$ cat src/rtl/enc_trg_decoder.sv
// ENC_TRG trigger-bus decoder: LCT/L1A/L1A_MATCH/RESYNC strobes, extra L1A delay and event counters.
// Define ENC_TRG_DEC_TMR_EN to triplicate all state registers with majority voting.
module enc_trg_decoder #(
  parameter int unsigned CNT_W = 24,
  parameter int unsigned BAD_W = 8
) (
  input  logic             CMSCLK,
  input  logic             RST,
  input  logic [2:0]       ENC_TRG,
  input  logic             TRG_DCD,
  input  logic [1:0]       XL1A_DLY,
  output logic             LCT,
  output logic             L1A,
  output logic             L1A_MATCH,
  output logic             RESYNC,
  output logic             RESYNC_ACT,
  output logic [CNT_W-1:0] LCT_CNT,
  output logic [CNT_W-1:0] L1A_CNT,
  output logic             BAD_CODE,
  output logic [BAD_W-1:0] BAD_CNT
);

  // Complete register state of the block, kept in one word so it can be voted as a whole.
  typedef struct packed {
    logic [2:0]       trg_r;
    logic             dcd_r;
    logic             lct_s2;
    logic             l1a_s2;
    logic             mat_s2;
    logic             rsy_s2;
    logic             rsy_pls;
    logic             bad_s2;
    logic [1:0]       l1a_dl;
    logic [1:0]       mat_dl;
    logic             l1a_o;
    logic             mat_o;
    logic [CNT_W-1:0] lct_cnt;
    logic [CNT_W-1:0] l1a_cnt;
    logic [BAD_W-1:0] bad_cnt;
  } state_t;

  state_t st;
  state_t nx;

  logic lct_d;
  logic l1a_d;
  logic mat_d;
  logic rsy_d;
  logic bad_d;
  logic flush;
  logic l1a_tap;
  logic mat_tap;

  // Decode the registered trigger code; the mode bit travels with the code it was sampled with.
  always_comb begin
    lct_d = 1'b0;
    l1a_d = 1'b0;
    mat_d = 1'b0;
    rsy_d = 1'b0;
    bad_d = 1'b0;
    if (st.dcd_r) begin
      case (st.trg_r)
        3'd1: lct_d = 1'b1;
        3'd2: begin
          lct_d = 1'b1;
          l1a_d = 1'b1;
        end
        3'd3: begin
          lct_d = 1'b1;
          l1a_d = 1'b1;
          mat_d = 1'b1;
        end
        3'd4: l1a_d = 1'b1;
        3'd5: begin
          l1a_d = 1'b1;
          mat_d = 1'b1;
        end
        3'd6: bad_d = 1'b1;
        3'd7: rsy_d = 1'b1;
        default: ;
      endcase
    end else begin
      lct_d = st.trg_r[0];
      l1a_d = st.trg_r[1];
      mat_d = st.trg_r[1];
      rsy_d = st.trg_r[2];
    end
    if (rsy_d) begin
      lct_d = 1'b0;
      l1a_d = 1'b0;
      mat_d = 1'b0;
    end
  end

  // Next state: stage-2 strobes, L1A delay line with resync flush, counters.
  always_comb begin
    nx      = st;
    flush   = st.rsy_s2;
    l1a_tap = 1'b0;
    mat_tap = 1'b0;

    nx.trg_r   = ENC_TRG;
    nx.dcd_r   = TRG_DCD;
    nx.lct_s2  = lct_d;
    nx.l1a_s2  = l1a_d;
    nx.mat_s2  = mat_d;
    nx.rsy_s2  = rsy_d;
    nx.rsy_pls = rsy_d & ~st.rsy_s2;
    nx.bad_s2  = bad_d;

    // Output register loads one stage ahead of the selected tap so L1A stays registered.
    case (XL1A_DLY)
      2'd0: begin
        l1a_tap = l1a_d;
        mat_tap = mat_d;
      end
      2'd1: begin
        l1a_tap = st.l1a_s2;
        mat_tap = st.mat_s2;
      end
      2'd2: begin
        l1a_tap = st.l1a_dl[0];
        mat_tap = st.mat_dl[0];
      end
      default: begin
        l1a_tap = st.l1a_dl[1];
        mat_tap = st.mat_dl[1];
      end
    endcase

    nx.l1a_dl = flush ? 2'b00 : {st.l1a_dl[0], st.l1a_s2};
    nx.mat_dl = flush ? 2'b00 : {st.mat_dl[0], st.mat_s2};
    nx.l1a_o  = l1a_tap & ~(flush & (XL1A_DLY != 2'd0));
    nx.mat_o  = mat_tap & ~(flush & (XL1A_DLY != 2'd0));

    if (st.rsy_pls) begin
      nx.lct_cnt = '0;
      nx.l1a_cnt = '0;
    end else begin
      if (st.lct_s2) nx.lct_cnt = st.lct_cnt + CNT_W'(1);
      if (st.l1a_o)  nx.l1a_cnt = st.l1a_cnt + CNT_W'(1);
    end

    if (st.bad_s2 && (st.bad_cnt != {BAD_W{1'b1}})) nx.bad_cnt = st.bad_cnt + BAD_W'(1);
  end

`ifdef ENC_TRG_DEC_TMR_EN
  state_t st_a;
  state_t st_b;
  state_t st_c;

  always_ff @(posedge CMSCLK or posedge RST) begin
    if (RST) begin
      st_a <= '0;
      st_b <= '0;
      st_c <= '0;
    end else begin
      st_a <= nx;
      st_b <= nx;
      st_c <= nx;
    end
  end

  // Bitwise majority feeds both the next-state logic and the outputs, so one upset copy heals next clock.
  assign st = state_t'((st_a & st_b) | (st_a & st_c) | (st_b & st_c));
`else
  always_ff @(posedge CMSCLK or posedge RST) begin
    if (RST) st <= '0;
    else     st <= nx;
  end
`endif

  assign LCT        = st.lct_s2;
  assign L1A        = st.l1a_o;
  assign L1A_MATCH  = st.mat_o;
  assign RESYNC     = st.rsy_pls;
  assign RESYNC_ACT = st.rsy_s2;
  assign BAD_CODE   = st.bad_s2;
  assign LCT_CNT    = st.lct_cnt;
  assign L1A_CNT    = st.l1a_cnt;
  assign BAD_CNT    = st.bad_cnt;

endmodule
$ cat config.mk
export PLATFORM = sky130hd
export DESIGN_NAME = enc_trg_decoder
export DESIGN_NICKNAME = d
export VERILOG_FILES = /design/src/rtl/enc_trg_decoder.sv
export SDC_FILE = /design/constraint.sdc
export NUM_CORES = 1
export LEC_CHECK = 0
export ABC_AREA = 1
export CAP_MARGIN = 25
export CORE_UTILIZATION = 54
export CTS_CLUSTER_DIAMETER = 40
export DETAILED_ROUTE_END_ITERATION = 12
export GPL_TIMING_DRIVEN = 0
export PLACE_DENSITY = 0.81
export SYNTH_ARGS = -nofsm -noshare
export SYNTH_HDL_FRONTEND = slang
export SYNTH_SLANG_ARGS = --single-unit
$ cat constraint.sdc
create_clock -name CMSCLK -period 2.7 [get_ports CMSCLK]
set_clock_uncertainty 0.15 [all_clocks]
set_input_delay 0.27 -clock CMSCLK [delete_from_list [all_inputs] [get_ports CMSCLK]]
set_output_delay 0.27 -clock CMSCLK [all_outputs]
set_load 0.05 [all_outputs]
==> metrics <==
max-slew violation count 0; Inserted Diodes 0; initial antenna violation count 0; core area between 7000 and 8000 um2; fraction of layout cells with a size suffix above 1 14.98%; TritonCTS Buffers 9; I/O pin total 70; Post-Route WL ~9.1 mm; Crit Path Class flop to output pin; CTS resizes 0; met3 GRT Util roughly 4.8%; CP Cell Sequence buf_4 > clkdlybuf4s50_1; row cnt 31; Post-DP HPWL 6.645 mm; met2 Track Usage GR 38.46%; vias in the first global route around 3,500; Synth Area in Adders less than 1%; Synth Warn # 0; DRC 0; Reg2Reg Setup Slack about 0.89 ns; RSZ-0062 raised after global routing false; critical path peak fanout 6; placed cells 719; flip-flop and latch area approximately 1800 um2; Worst Setup Start Kind flop; Post-Synth XOR/XNOR Area under 10%; Final Hold Viols 0; worst ir drop on vdd 0.4622 mV; Synth-to-Final Area Change 23.75%; syn_nets 562; post-synthesis compound-gate area fraction 9.307%; M1 GR Usage between 30% and 40%; Multi-input gate area ~1700 um2; design internal power between 1.5 and 2 mW; first-pass GRT wire length ~16 mm; Setup WS pre-CTS slightly below 0.9 ns; fin crit period about 2.2 ns; Via Count around 3,700; DR iter-0 viols 314; CTS tree built; Chip Width 89.85 um; Final #Nets roughly 640; worst slew pin tran ~0.87 ns; Clock Sinks 72; outcome finished clean; DIE HEIGHT between 80 and 90 um; Worst slew margin ~42%; Max Freq around 460 MHz; Comb pwr share approximately a quarter; Post-synth EDFFs 0; Data required, critical path 2.28 ns; hold depth 1; Final ANT Viol Nets 0; Clock power frac between 20% and 30%; total die area approximately 8000 um2; First-pass DRT Iterations 5; Synth Area in Simple Gates ~28%; post-synthesis mux area share 0%; Post-CTS Hold Buffers 0; flops & latches, synth ~70; Max-Cap Viols 0; H-tree Lvls 3; aggregate global routing overflow 0; Layout fillers about 600; Reg clk slew, reported paths roughly 0.080 ns; Main synth FF type dfrtp_1; CP max stage delay approximately 0.81 ns; setup tns final 0 ns; Mean Syn Cell Area ~7.6 um2; Final Cycle Share between 80% and 90%; Leakage roughly 2.5 nW; IO buf count 69; R2R depth 10; Sw Ratio between 30% and 40%; Post-CTS Setup Bufs 0; DR WL/cell 12.47 um; Root Buffer clkbuf_8; Synth cell types 34; Routability Congestion about 0.88; initial core utilization a little under three fifths; mapped cell area 4168 um2; sequential area share after synthesis about 43%; CTS max path bufs 2; part of the power in registers approximately 46%; Final Setup Violations 0; crit end category output pin; total track usage 23.48%; Pwr per Cell Area between 500 and 600 nW/um2; largest family of logic cells by synthesized area simple AND/OR/NAND/NOR gates; Clock Latency Late Sink around 0.34 ns; pin count of the biggest net entering global routing 73; slowest stage cell on the critical path clkdlybuf4s50_1; Synth async-reset ratio 100.0%; Via density roughly 5.1; Finished Layout Cells 733; synthesized netlist cell count 551; Arr. time, crit path approximately 1.8 ns; min-delay worst type input port to flop; final worst setup slack ~0.51 ns; P_sw 868.9 uW; GRT busiest layer met2
sequential cells by signal, indices dropped and copies added (netlist names), 8 cells and up:
register and cells:
L1A_CNT 24, LCT_CNT 24, st 10, BAD_CNT 8
placed cells by master (no fill, tap or decap), types with 7 or more instances in the layout:
cell             count
nor2_2               7
a21oi_1             28
nand2_1            111
clkdlybuf4s50_1     69
dfrtp_1             72
nand4_1             11
nor3_1              10
nand3_1             29
o21ai_0             24
buf_4               57
clkbuf_8            12
nor2_1              82
inv_1               65
stage by stage:
step	cell area (um2)	hold WS [ns]	utilization, %	total power, mW
after global placement	4982	0.2811	67.61	1.880
after CTS	5157	0.2095	69.98	2.672
after floorplan	4168	0.1514	-	1.705
after detailed placement	4985	0.2881	67.64	1.900
after global routing	5157	0.2123	69.98	2.776
final	5157	0.2186	69.98	2.659
cell type report:
| cell class | count | area share [%] |
|---|---|---|
| flip-flops and latches | 72 | 34.93 |
| multi-input cells | 347 | 32.10 |
| repair buffers | 69 | 13.39 |
| plain buffers | 62 | 8.685 |
| inverters | 70 | 5.143 |
| clock buffers | 14 | 3.348 |
| well taps | 99 | 2.402 |
kinds of logic (layout without fill, tap and decap cells):
kind of cell,Yosys count,in the layout
and+or+nand+nor,267,267
buffers and inverters,132,215
DFF,72,72
AOI/OAI and AO/OA,70,70
xor gates and xnor gates,7,7
adders and majority gates,3,3
cell usage after synthesis (4+ instances only):
cell type	number	area share, %
nand2_1	111	10
o21ai_1	6	0.72
buf_4	57	10
a31oi_1	6	0.90
a21oi_1	28	3.4
nor2_2	7	1.1
nor3_1	10	1.2
clkbuf_1	4	0.36
nor2_1	82	7.4
o21ai_0	24	2.9
nand2_2	5	0.75
nor2_4	4	1.1
dfrtp_1	72	43
nand3_1	29	3.5
nand4_1	11	1.7
xor2_1	4	0.84
inv_1	66	5.9
worst paths after layout:
kind / from / to
worst max-delay path: L1A_CNT[2] / L1A_CNT[2]
worst min-delay path: ENC_TRG[2] / st[71]
worst max register to register: L1A_CNT[0] / L1A_CNT[20]
worst min register to register: st[71] / LCT
max in group asynchronous: RST / st[65]
min in group asynchronous: RST / LCT_CNT[6]
per-layer routing:
layer  vias to the layer above  part of all wire [%]
met5                         -                     0
met4                         0                   1.2
met3                        14                   5.7
met2                       127                    48
met1                      1749                    45
li1                       1850                     -
critical path: cells and delay by family (launching register included):
family | cells | cell delay, ns
buffers and inverters | 2 | 0.96
flip-flops | 1 | 0.47
power by group through the flow:
stage / combinational [mW] / sequential (mW) / clock, mW
6_report: 0.647 / 1.23 / 0.778
5_1_grt: 0.697 / 1.25 / 0.833
4_1_cts: 0.651 / 1.23 / 0.788
3_5_place_dp: 0.648 / 1.25 / 0
3_3_place_gp: 0.633 / 1.25 / 0
2_1_floorplan: 0.451 / 1.25 / 0
(Power assumes the default switching activity.)
